[src/rtl/cpu_lsu_bus.sv]
// cpu_lsu_bus: load/store unit that turns one CPU memory op into a single-beat bus access.
// Define LSU_TIMEOUT_EN to abort accesses that wait more than TIMEOUT_CYCLES for Bus_ready.
module cpu_lsu_bus #(
  parameter int AW             = 32,
  parameter int TIMEOUT_CYCLES = 15
) (
  input  logic          cpu_clk,
  input  logic          cpu_rst,
  input  logic          req_valid,
  input  logic          req_we,
  input  logic [1:0]    req_size,
  input  logic          req_unsigned,
  input  logic [AW-1:0] req_addr,
  input  logic [31:0]   req_wdata,
  output logic          stall,
  output logic          rsp_valid,
  output logic [31:0]   rsp_rdata,
  output logic          rsp_err,
  output logic          Bus_req,
  output logic [AW-1:0] Bus_addr,
  output logic          Bus_wen,
  output logic [31:0]   Bus_wdata,
  output logic [3:0]    Bus_be,
  input  logic          Bus_ready,
  input  logic [31:0]   Bus_rdata
);

  // state  | meaning
  // IDLE   | waiting for req_valid; stall mirrors req_valid
  // ACCESS | bus access in flight; CPU stalled
  // DONE   | one-cycle response strobe; CPU released
  typedef enum logic [1:0] {IDLE, ACCESS, DONE} state_t;
  state_t state;

  logic [1:0]  addr_lo_q;
  logic [1:0]  size_q;
  logic        unsigned_q;
  logic        we_q;

  logic        req_ok;
  logic [3:0]  req_be;
  logic [31:0] req_wdata_rep;
  logic [7:0]  ld_byte;
  logic [15:0] ld_half;
  logic [31:0] load_data;
  logic        timeout_hit;

`ifdef LSU_TIMEOUT_EN
  logic [7:0] wait_cnt;
  assign timeout_hit = (wait_cnt == 8'(TIMEOUT_CYCLES));
`else
  logic unused_timeout;
  assign timeout_hit    = 1'b0;
  assign unused_timeout = (TIMEOUT_CYCLES > 0);
`endif

  always_comb begin
    req_ok        = 1'b0;
    req_be        = 4'b0000;
    req_wdata_rep = 32'd0;
    case (req_size)
      2'd0: begin
        req_ok        = 1'b1;
        req_be        = 4'b0001 << req_addr[1:0];
        req_wdata_rep = {4{req_wdata[7:0]}};
      end
      2'd1: begin
        req_ok        = ~req_addr[0];
        req_be        = 4'b0011 << req_addr[1:0];
        req_wdata_rep = {2{req_wdata[15:0]}};
      end
      2'd2: begin
        req_ok        = (req_addr[1:0] == 2'b00);
        req_be        = 4'b1111;
        req_wdata_rep = req_wdata;
      end
      default: ;
    endcase
    if (!req_we) req_wdata_rep = 32'd0;
  end

  // Lane select and extension of the returned word, using the latched low address bits.
  always_comb begin
    ld_byte = Bus_rdata[7:0];
    case (addr_lo_q)
      2'd1:    ld_byte = Bus_rdata[15:8];
      2'd2:    ld_byte = Bus_rdata[23:16];
      2'd3:    ld_byte = Bus_rdata[31:24];
      default: ld_byte = Bus_rdata[7:0];
    endcase
    ld_half = addr_lo_q[1] ? Bus_rdata[31:16] : Bus_rdata[15:0];
    case (size_q)
      2'd0:    load_data = {{24{ld_byte[7] & ~unsigned_q}}, ld_byte};
      2'd1:    load_data = {{16{ld_half[15] & ~unsigned_q}}, ld_half};
      default: load_data = Bus_rdata;
    endcase
    if (we_q) load_data = 32'd0;
  end

  always_comb begin
    stall = 1'b0;
    if (!cpu_rst) begin
      case (state)
        IDLE:    stall = req_valid;
        ACCESS:  stall = 1'b1;
        default: stall = 1'b0;
      endcase
    end
  end

  always_ff @(posedge cpu_clk) begin
    if (cpu_rst) begin
      state      <= IDLE;
      addr_lo_q  <= 2'd0;
      size_q     <= 2'd0;
      unsigned_q <= 1'b0;
      we_q       <= 1'b0;
      rsp_valid  <= 1'b0;
      rsp_err    <= 1'b0;
      rsp_rdata  <= 32'd0;
      Bus_req    <= 1'b0;
      Bus_addr   <= '0;
      Bus_wen    <= 1'b0;
      Bus_wdata  <= 32'd0;
      Bus_be     <= 4'b0000;
`ifdef LSU_TIMEOUT_EN
      wait_cnt   <= 8'd0;
`endif
    end else begin
      rsp_valid <= 1'b0;
      case (state)
        IDLE: begin
          if (req_valid) begin
            addr_lo_q  <= req_addr[1:0];
            size_q     <= req_size;
            unsigned_q <= req_unsigned;
            we_q       <= req_we;
`ifdef LSU_TIMEOUT_EN
            wait_cnt   <= 8'd0;
`endif
            if (req_ok) begin
              state     <= ACCESS;
              Bus_req   <= 1'b1;
              Bus_addr  <= {req_addr[AW-1:2], 2'b00};
              Bus_wen   <= req_we;
              Bus_be    <= req_be;
              Bus_wdata <= req_wdata_rep;
            end else begin
              // Errored requests skip the bus entirely.
              state     <= DONE;
              rsp_valid <= 1'b1;
              rsp_err   <= 1'b1;
              rsp_rdata <= 32'd0;
            end
          end
        end
        ACCESS: begin
          // A timeout takes priority over a Bus_ready arriving in the same cycle.
          if (timeout_hit || Bus_ready) begin
            state     <= DONE;
            rsp_valid <= 1'b1;
            rsp_err   <= timeout_hit;
            rsp_rdata <= timeout_hit ? 32'd0 : load_data;
            Bus_req   <= 1'b0;
            Bus_wen   <= 1'b0;
            Bus_be    <= 4'b0000;
          end
`ifdef LSU_TIMEOUT_EN
          else begin
            wait_cnt <= wait_cnt + 8'd1;
          end
`endif
        end
        DONE:    state <= IDLE;
        default: state <= IDLE;
      endcase
    end
  end

endmodule

[config.mk]
export PLATFORM = sky130hd
export DESIGN_NAME = cpu_lsu_bus
export DESIGN_NICKNAME = d
export VERILOG_FILES = /design/src/rtl/cpu_lsu_bus.sv
export SDC_FILE = /design/constraint.sdc
export NUM_CORES = 1
export LEC_CHECK = 0
export ABC_AREA = 1
export CAP_MARGIN = 25
export CORE_MARGIN = 2
export CORE_UTILIZATION = 43
export CTS_CLUSTER_SIZE = 40
export DETAILED_ROUTE_END_ITERATION = 8
export PLACE_DENSITY = 0.78
export SYNTH_ARGS = -nofsm -noshare
export SYNTH_HDL_FRONTEND = slang
export SYNTH_SLANG_ARGS = --single-unit
[constraint.sdc]
create_clock -name cpu_clk -period 1.8 [get_ports cpu_clk]
set_clock_uncertainty 0.05 [all_clocks]
set_input_delay 0.36 -clock cpu_clk [delete_from_list [all_inputs] [get_ports cpu_clk]]
set_output_delay 0.36 -clock cpu_clk [all_outputs]
set_load 0.02 [all_outputs]
== After elaboration in Yosys (flattened, before gate mapping) ==
Cells that the tools add are included.

* Eq/ne operators: 11
* Shift operators: 2
* Multiplexer cells: 36
* Bitwise gates (word level): 4
* Reduce and logical (&&, ||, !) cells: 10

{| class="wikitable"
|+ Operator list
! cell !! count
|-
| $mux 32 || 5
|-
| $pmux 32 s2 || 2
|-
| $pmux 32 s3 || 1
|-
| $pmux 8 s3 || 1
|-
| $mux 16 || 1
|-
| $mux 4 || 3
|-
| $pmux 4 s3 || 1
|-
| $mux 1 || 11
|-
| $pmux 1 s2 || 5
|-
| $eq 2x1->1 const B || 4
|-
| $logic_not 2->1 || 4
|-
| $ne 2x2->1 const B || 4
|-
| $pmux 4 s2 || 1
|-
| $reduce_and 4->1 || 2
|-
| $eq 2x2->1 const B || 3
|-
| $mux 2 || 3
|-
| $pmux 2 s2 || 1
|-
| $reduce_and 2->1 || 2
|-
| $shl 1x2->4 const A || 1
|-
| $shl 2x2->4 const A || 1
|-
| $pmux 1 s3 || 1
|-
| $reduce_and 3->1 || 1
|-
| $and 1x1->1 || 2
|-
| $not 1->1 || 2
|-
| $reduce_bool 2->1 || 1
|}

* Register bits after elaboration: 110
* Input bits: 104
* Output and inout port bits: 105
* Logic and storage cells: 76

== Logic depth before layout (Yosys ltp) ==
Gate-level depths: netlist of run 1.

* Depth after elaboration: 7
* Gate-level depth with buffers: 11
* Mapped depth without buffers: 9

== Least setup slack after synthesis of run 1 ==
No wires, ideal clock.

* Path kind: reg-to-output
* From: register state[1]
* To: output port stall
* Data arrival time: 1.183 ns
* Required time: 1.390 ns
* Path slack: 0.207 ns
* Cell stages (with the launch flop): 5
* Cell sequence: dfxtp_1 -> nor2_1 -> nand2_1 -> clkbuf_1 -> a21oi_1

* Longest elaborated chain between the ends: 3
* Elaborated cells between the ends (all ways): 4

{| class="wikitable"
|+ Ends and longest elaborated chain
! what !! RTL line !! source
|-
| from (decl) || 33 || <nowiki>state_t state;</nowiki>
|-
| from (signal assigned) || 113 || <nowiki>state <= IDLE;</nowiki>
|-
| from (signal assigned) || 142 || <nowiki>state <= ACCESS;</nowiki>
|-
| from (signal assigned) || 150 || <nowiki>state <= DONE;</nowiki>
|-
| $eq 2x1->1 or $logic_not 2->1 (tied branches) || 103 || <nowiki>case (state)</nowiki>
|-
| $pmux 1 s2 * || 103 ||
|-
| $mux 1 * || 102 || <nowiki>if (!cpu_rst) begin</nowiki>
|-
| to (decl) || 15 || <nowiki>output logic stall,</nowiki>
|}

Mark *: on every way between the ends. The rest lies on a longest branch, timed or not.

== Worst setup path after layout of run 1 ==
* From: register rsp_rdata[3]
* To: output port rsp_rdata[3]

{| class="wikitable"
|+ RTL lines
! what !! RTL line !! source
|-
| from (decl) || 17 || <nowiki>output logic [31:0] rsp_rdata,</nowiki>
|-
| from (signal assigned) || 163 || <nowiki>rsp_rdata <= timeout_hit ? 32'd0 : load_data;</nowiki>
|}

No word-level cell between the ends.

==> impl_metrics.toml, run 1 <==
[yosys]
synth_top_family_by_area = "simple AND/OR/NAND/NOR gates"
seq_area_frac_synth_pct = 45.2
yosysTopAreaCellShare_pct = 45.2
yosys_most_used_dff = "dfxtp_1"
synth-seq-cells = 110
syn_inst = 695
ys_warn_count = 0
synth-compound-area-share_pct = 18.6
synthSimpleGateAreaFrac_pct = 28.0
synth_edf_count = 0
synthArstFlopShare_pct = 0
syn-cell-area_mm2 = 0.00488
yosysUniqueCellTypes = 30
synth_fa_ha_area_share_pct = 0
netlist_top_cells_area = "dfxtp_1 45%, nand2_1 15%, a21oi_1 9.5%"
syn_area_per_cell_um2 = 7.02
synth.area.mux_share_pct = 0
yosysTopAreaCell = "dfxtp_1"
synth_xor_area_share_pct = 0

[sta]
setup_viol = 0
hold_ws_ps = 407
tightest_slew_ps = 509
slew_violations = 0
hold_viol = 0
maxSlewHeadroom_pct = 66.0
setup_ws_ps = 63.3
rsz0062_at_grt = "false"
min_period_ps = 1740
post-route-period-util_pct = 96.5
fmax_mhz = 576

[clocking]
clk_path_buf_depth = 2
clock_tree.root_cell = "clkbuf_16"
numCtsBuffers = 9
clk_latency_ps = 340
cts_max_level = 3
path_clk_slew_ps = 70
cts_setup_buffers = 0
cts_sinks = 110
cts_tree = "yes"

[placement]
dp_slack_ps = -338
place_hpwl_mm = 11.9
io_buffers = 206
place.gp.congestion = 0.906
placed_cells = 1038
place_area_mm2 = 0.00726

[power]
power.leakage_nw = 2.98
cellPowerDensity_mw_per_mm2 = 806
ir_drop_mv = 0.494
pwr-share-clk_pct = 29.3
cell_internal_pwr_mw = 4.29
p_seq_share_pct = 43.7
comb_power_share_pct = 27.0
netSwitchingPower_mw = 1.79
switching_share_pct = 29.5

[die]
die_area_mm2 = 0.0122
core_mm2 = 0.0109
die_h_um = 110
ios = 209
std_cell_rows = 38
die_w_um = 110
start_util_pct = 44.6

[setup_path]
path_buf_inv = 1
path_class = "reg -> out"
crit_slowest_cell = "clkdlybuf4s50_1"
critPathRequiredTime_ps = 1390
cp_data_arrival_time_ps = 1330
critPathCaptureType = "primary output"
cp-start-kind = "flop"
path_cells = "clkdlybuf4s50_1"
rr_worst_depth = 10
path_depth = 1
cp_top_family = "buffers and inverters"
worst-path-max-fanout = 2
slowest_delay_ps = 620

[hold_path]
hold_path_class = "reg -> reg"
holdPathStages = 2

[route]
ant_nets = 0
wl_per_cell_um = 14.9
drt_wl_total_mm = 15.7
via_per_inst = 5.12
dr.pass1.iters = 6
via_count = 5395
drtIter0Drc = 246
drcViolationCount = 0

[job]
max-cap-violations = 0

[global_routing]
grtUsageTotal_pct = 25.4
antenna_found_initial = 0
grt_overflow = 0
grt_max_degree = 48
grt_pass1_vias = 5413
grt_pass1_wl_mm = 25.6

[final_layout]
seq_area_mm2 = 0.00220
area_delta_synth_final_pct = 54.7
fin_area_mm2 = 0.00754
layout-drive-gt1-share_pct = 8.32
diodes = 0
n_fill_cell = 912
fin_util_pct = 69.0
stdcell_count = 1053
final_nets = 1013
multi_input_area_mm2 = 0.00229

[run_status]
outcome = "finished clean"
-- final cells by class --
cell class                      count  share of cell area [%]
Timing Repair Buffer              246                    32.6
Clock inverter                      3                   0.299
Multi-Input combinational cell    503                    30.4
Tap cell                          140                    2.32
Sequential cell                   110                    29.2
Clock buffer                       12                    3.13
Inverter                           39                    1.99
-- power groups by stage --
stage | Clock, mW | Combinational, mW | Sequential (mW)
2_1_floorplan | 0 | 0.678 | 2.86
3_3_place_gp | 0 | 1.60 | 2.71
3_5_place_dp | 0 | 1.62 | 2.71
4_1_cts | 1.83 | 1.63 | 2.66
5_1_grt | 1.91 | 1.78 | 2.68
6_report | 1.78 | 1.64 | 2.66
-- layout by cell type, fill, tap and decap left out, drive strengths merged --
| cell | count |
|---|---|
| o21ai | 53 |
| nand3 | 36 |
| nand2 | 202 |
| nor2 | 90 |
| clkinv | 4 |
| inv | 38 |
| clkdlybuf4s50 | 203 |
| o22ai | 1 |
| conb | 2 |
| nor3 | 2 |
| a211oi | 1 |
| clkbuf | 12 |
| o21bai | 1 |
| dfxtp | 110 |
| or2 | 3 |
| buf | 42 |
| a21oi | 94 |
| dlymetal6s2s | 1 |
| a22o | 8 |
| o211ai | 10 |
-- worst paths after layout --
path / from / end / slack, ps
hold / removal: Bus_wdata[10] / Bus_wdata[10] / 410
hold reg to reg: Bus_wdata[10] / Bus_wdata[10] / 410
setup / recovery: rsp_rdata[3] / rsp_rdata[3] / 60
setup reg to reg: state[1] / Bus_addr[16] / 120
-- flip-flops by register name, indices dropped and copies added, names as in the netlist --
signal      count
rsp_err         1
Bus_be          4
we_q            1
Bus_req         1
rsp_valid       1
unsigned_q      1
state           2
Bus_wdata      32
size_q          2
addr_lo_q       2
Bus_wen         1
Bus_addr       30
rsp_rdata      32
-- logic make-up after synthesis --
logic type | count (synthesis)
AO/OA/AOI/OAI | 168
flip-flops | 110
AND/OR/NAND/NOR | 333
other | 1
buffers and inverters | 83
-- synth_stat cells (2+ instances only) --
cell,n
a21oi_1,93
a22o_1,8
buf_1,3
buf_2,15
buf_4,3
buf_6,7
clkbuf_1,16
dfxtp_1,110
inv_1,37
nand2_1,198
nand2_2,4
nand3_1,32
nand3_2,3
nor2_1,87
nor2_2,2
o211ai_1,10
o21ai_0,45
o21ai_1,8
or2_2,3
-- repair_timing --
item | CTS | global route
hold buffers | 0 | 0
gates cloned | 0 | 0
resized for setup | 4 | 9
endpoints found under the setup margin | 1 | 97
endpoints found under the hold margin | 0 | 0
-- stage by stage --
step,setup TNS (ps),power [mW]
finish,0,6.08
CTS,0,6.12
global placement,-23730,4.30
detailed placement,-29470,4.34
floorplan,0,3.54
global route,0,6.37
-- layer usage --
metal / global-route usage (%) / vias up / share of wire, %
met5: 0 / - / 0
met4: 10.5 / 0 / 2.1
met3: 5.93 / 30 / 8.2
met2: 45.0 / 222 / 50
met1: 29.2 / 2463 / 40
li1: - / 2680 / -
No activity file was read; power rests on OpenSTA's default activity.
==> run 2, diff against run 1 <==
--- a/config.mk
+++ b/config.mk
@@ -9,3 +9,2 @@
 export CAP_MARGIN = 25
-export CORE_MARGIN = 2
 export CORE_UTILIZATION = 43
==> constraint.sdc (replaced) <==
create_clock -name cpu_clk -period 1.8 [get_ports cpu_clk]
set_clock_uncertainty 0.05 [all_clocks]
set_input_delay 0.45 -clock cpu_clk [delete_from_list [all_inputs] [get_ports cpu_clk]]
set_output_delay 0.45 -clock cpu_clk [all_outputs]
set_load 0.02 [all_outputs]
==> run 2 against run 1 <==
Against the previous run: via count up 1.5%; maximum frequency down 2.6%; sequential share of layout area down 0.32 points; sequential power about the same; design area up 1.2%; routed wire length down 0.16%; critical path type is now in -> out; total power up 2.3%; core utilization up 0.81 points; clock-buffer cell count down 1; clock power up 13%; combinational power down 5%.
==> impl_metrics.toml, run 2 (synthesis results as in run 1) <==
[run_status]
outcome = "finished clean"

[die]
core_mm2 = 0.0109
die_h_um = 108
std_cell_rows = 38
ios = 209
die_area_mm2 = 0.0118
start_util_pct = 44.6
die_w_um = 108

[route]
top_layer = "met4"
via_per_inst = 5.18
drt_wl_total_mm = 15.7
wl_met2_mm = 7.88
met1_length_mm = 6.16
ant_nets = 0
wl_met3_mm = 1.29
dr.pass1.iters = 6
drcViolationCount = 0
via_count = 5475
drtIter0Drc = 268
wl_per_cell_um = 14.9

[sta]
hold_viol = 0
slew_violations = 0
post-route-period-util_pct = 99.0
min_period_ps = 1780
setup_viol = 0
fmax_mhz = 561

[final_layout]
final_nets = 1016
area_delta_synth_final_pct = 56.6
final_common_cell = "nand2_1"
diodes = 0
reg_top3 = "Bus_wdata (32), rsp_rdata (32), Bus_addr (30)"
layout-drive-gt1-share_pct = 9.27
most-common-layout-cells = "198 x nand2_1, 108 x dfxtp_1, 102 x clkdlybuf4s50_1"
fin_util_pct = 69.8

[global_routing]
grt_pass1_vias = 5168
grt_overflow = 0
grtUsageTotal_pct = 26.3
grt_pass1_wl_mm = 24.2
antenna_found_initial = 0
grt_max_degree = 40

[power]
power_mw = 6.23
cellPowerDensity_mw_per_mm2 = 816
power.leakage_nw = 4.02
ir_drop_mv = 0.496

[setup_path]
critPathCaptureType = "primary output"
critPathRequiredTime_ps = 1300
cp-start-kind = "input pin"
worst-path-max-fanout = 2
slowest_delay_ps = 470
path_class = "in -> out"
cp_top_family = "buffers and inverters"
cp_data_arrival_time_ps = 1280
path_buf_inv = 2
crit_slowest_cell = "clkdlybuf4s50_1"
path_cells = "clkdlybuf4s50_1 -> nand2_1 -> a21oi_2 -> buf_4"

[placement]
place.gp.congestion = 0.925
place_hpwl_mm = 11.4
io_buffers = 206

[clocking]
hold_buffers = 0
clock_tree.root_cell = "clkbuf_16"
cts_tree = "yes"
path_clk_slew_ps = 70
numCtsBuffers = 9
cts_sinks = 110
clk_latency_ps = 340
cts_setup_buffers = 0
clk_path_buf_depth = 2
cts_max_level = 3

[hold_path]
hold_path_class = "reg -> reg"

[job]
max-cap-violations = 0
run 2: changes by cell type in the layout (fill, tap and decap cells not counted), moves of 2 or more:
cell and change:
a21oi_1 -2, a21oi_2 +2, buf_12 -2, buf_4 +6, clkbuf_1 -2, clkdlybuf4s50_1 -101, dlygate4sd2_1 +58, dlymetal6s2s_1 +43
nand2_2 -2, nand3_2 -2, o21ai_0 -5, o21ai_1 +4
run 2: final timing paths:
path	from	end	slack, ps	cells after the start
hold reg to reg	rsp_rdata[25]	rsp_rdata[25]	410	2
setup reg to reg	state[1]	rsp_rdata[10]	190	9
setup / recovery	req_valid	stall	20	4
hold / removal	rsp_rdata[25]	rsp_rdata[25]	410	2
run 2: layout make-up:
class                      instances  area (um2)
inverter                          39         150
clock inverter                     5        57.6
multi-input combinational        503        2310
fill                             936        3300
sequential                       110        2200
clock buffer                      11         243
timing repair buffer             249        2500
tap                              140         175
run 2: power breakdown:
| group | switching, mW | internal (mW) | leakage [nW] |
|---|---|---|---|
| Sequential | 0.0799 | 2.58 | 0.896 |
| Clock | 0.891 | 1.12 | 0.150 |
| Combinational | 0.865 | 0.688 | 2.98 |
run 2: tightest hold or removal path, cell delays in order, from the launching register on:
cell and delay [ps]:
dfxtp_1 310, nand2_1 60, a21oi_1 50
run 2: what timing repair did:
item                       4_1_cts  5_1_grt
setup endpoints to repair       81       95
gates resized for setup         64       60
pin swaps                        0        1
run 2: through the flow:
step	worst slack [ps]	cell area, um2	TNS, ps	hold WS, ps	instances
floorplan	112	4880	0	418	696
global placement	-432	7260	-31290	398	1041
detailed placement	-434	7260	-34590	402	1041
CTS	0.213	7490	0	413	1057
global route	-16.7	7630	-16.7	431	1057
finish	17.3	7630	0	412	1057
run 2: routing by layer:
metal | vias up | global-route usage, %
met4 | 0 | 9.85
met2 | 222 | 47.2
met1 | 2540 | 30.4
li1 | 2685 | -
met5 | - | 0
met3 | 28 | 5.61
==> run 3, diff against run 2 <==
CAP_MARGIN = 0   (was 25)
MAX_ROUTING_LAYER = met4   (was not set)
==> run 3 against run 2 <==
Against the previous run: register-to-register slack worse by 60 ps; combinational power about the same; non-clock buffer count up 1; critical path type is now reg -> out.
==> impl_metrics.toml, run 3 (synthesis results as in run 1) <==
[clocking]
cts_sinks = 110
clk_latency_ps = 340
numCtsBuffers = 9
clk_path_buf_depth = 2
path_clk_slew_ps = 70
cts_tree = "yes"
cts_max_level = 3
clock_tree.root_cell = "clkbuf_16"

[setup_path]
cp-startpoint = "Bus_wdata[0]"
critPathCaptureType = "primary output"
path_class = "reg -> out"
worst-path-max-fanout = 2
cp_top_family = "buffers and inverters"
crit_path_end = "Bus_wdata[0]"
slowest_delay_ps = 600
timing.rr.start = "size_q[0]"
crit_slowest_cell = "clkdlybuf4s50_1"
path_buf_inv = 1
critPathRequiredTime_ps = 1300
r2r_setup_slack_ps = 130
r2r_end = "rsp_rdata[0]"
path_cells = "clkdlybuf4s50_1"
cp_data_arrival_time_ps = 1280
rr_worst_depth = 5
path_depth = 1
cp-start-kind = "flop"

[hold_path]
hold_path_class = "reg -> reg"

[placement]
place_hpwl_mm = 11.8
place.gp.congestion = 0.934
io_buffers = 206
place_area_mm2 = 0.00727

[sta]
maxSlewHeadroom_pct = 48.6
slew_violations = 0
setup_viol = 0
tightest_slew_ps = 772
hold_viol = 0
finalSetupTns_ps = 0
min_period_ps = 1780
post-route-period-util_pct = 98.8
fmax_mhz = 563
rsz0062_at_grt = "false"
hold_ws_ps = 411

[power]
cellPowerDensity_mw_per_mm2 = 814
p_seq_share_pct = 42.5
netSwitchingPower_mw = 1.85
power.leakage_nw = 4.10
switching_share_pct = 29.6
comb_power_share_pct = 25.3
pwr-share-clk_pct = 32.2
cell_internal_pwr_mw = 4.41
ir_drop_mv = 0.467

[die]
std_cell_rows = 38
ios = 209
core_mm2 = 0.0109
die_area_mm2 = 0.0118
die_w_um = 108
start_util_pct = 44.6
die_h_um = 108

[route]
drcViolationCount = 0
drt_wl_total_mm = 16.0
via_per_inst = 5.12
wl_per_cell_um = 15.1
via_count = 5421
dr.pass1.iters = 5
drtIter0Drc = 228
ant_nets = 0

[final_layout]
most-common-layout-cells = "197 x nand2_1, 110 x dfxtp_1, 104 x clkdlybuf4s50_1"
final_nets = 1017
fin_util_pct = 70.2
final_common_cell = "nand2_1"
diodes = 0
reg_top3 = "Bus_wdata (32), rsp_rdata (32), Bus_addr (30)"
fin_area_mm2 = 0.00768
layout-drive-gt1-share_pct = 9.37
area_delta_synth_final_pct = 57.5

[global_routing]
grtUsageTotal_pct = 28.0
grt_pass1_vias = 5253
grt_pass1_wl_mm = 24.9
grt_overflow = 0
antenna_found_initial = 0
grt_max_degree = 72

[job]
max-cap-violations = 0

[run_status]
outcome = "finished clean"
-- run 3: cell type report --
class / instances / area, um2
Clock buffer: 11 / 243
Sequential cell: 110 / 2200
Inverter: 39 / 150
Fill cell: 927 / 3260
Multi-Input combinational cell: 503 / 2310
Timing Repair Buffer: 250 / 2540
Tap cell: 140 / 175
Clock inverter: 5 / 57.6
-- run 3: how the worst min path moves through the flow --
| stage | cells past startpoint | end | startpoint |
|---|---|---|---|
| 3_5_place_dp | 2 | Bus_wdata[14] | Bus_wdata[14] |
| 2_1_floorplan | 2 | unsigned_q | unsigned_q |
| 3_3_place_gp | 2 | Bus_wdata[8] | Bus_wdata[8] |
| 6_report | 2 | Bus_wdata[14] | Bus_wdata[14] |
| 4_1_cts | 2 | Bus_wdata[14] | Bus_wdata[14] |
| 5_1_grt | 2 | Bus_wdata[14] | Bus_wdata[14] |
-- run 3: repair_timing --
item,CTS,global route
pin swaps,0,1
hold buffers,0,0
setup endpoints to repair,86,118
resized for setup,55,72
setup buffers,0,0
-- run 3: metrics by stage --
stage	setup WS (ps)	instances	total power, mW
3_5_place_dp	-440	1042	4.32
5_1_grt	0.919	1058	6.55
2_1_floorplan	112	696	3.54
4_1_cts	0.544	1058	6.28
6_report	22.5	1058	6.25
3_3_place_gp	-448	1042	4.28
-- run 3: power groups by stage --
stage / sequential [mW] / combinational (mW) / clock (mW)
4_1_cts: 2.66 / 1.56 / 2.05
3_5_place_dp: 2.72 / 1.60 / 0
2_1_floorplan: 2.86 / 0.678 / 0
5_1_grt: 2.68 / 1.72 / 2.15
6_report: 2.66 / 1.58 / 2.01
3_3_place_gp: 2.71 / 1.57 / 0
-- run 3: layer usage --
| metal | share of wire (%) | track usage [%] |
|---|---|---|
| met1 | 39 | 31.6 |
| met2 | 51 | 48.2 |
| met3 | 7.3 | 5.30 |
| met4 | 2.8 | 11.4 |
| met5 | 0 | - |
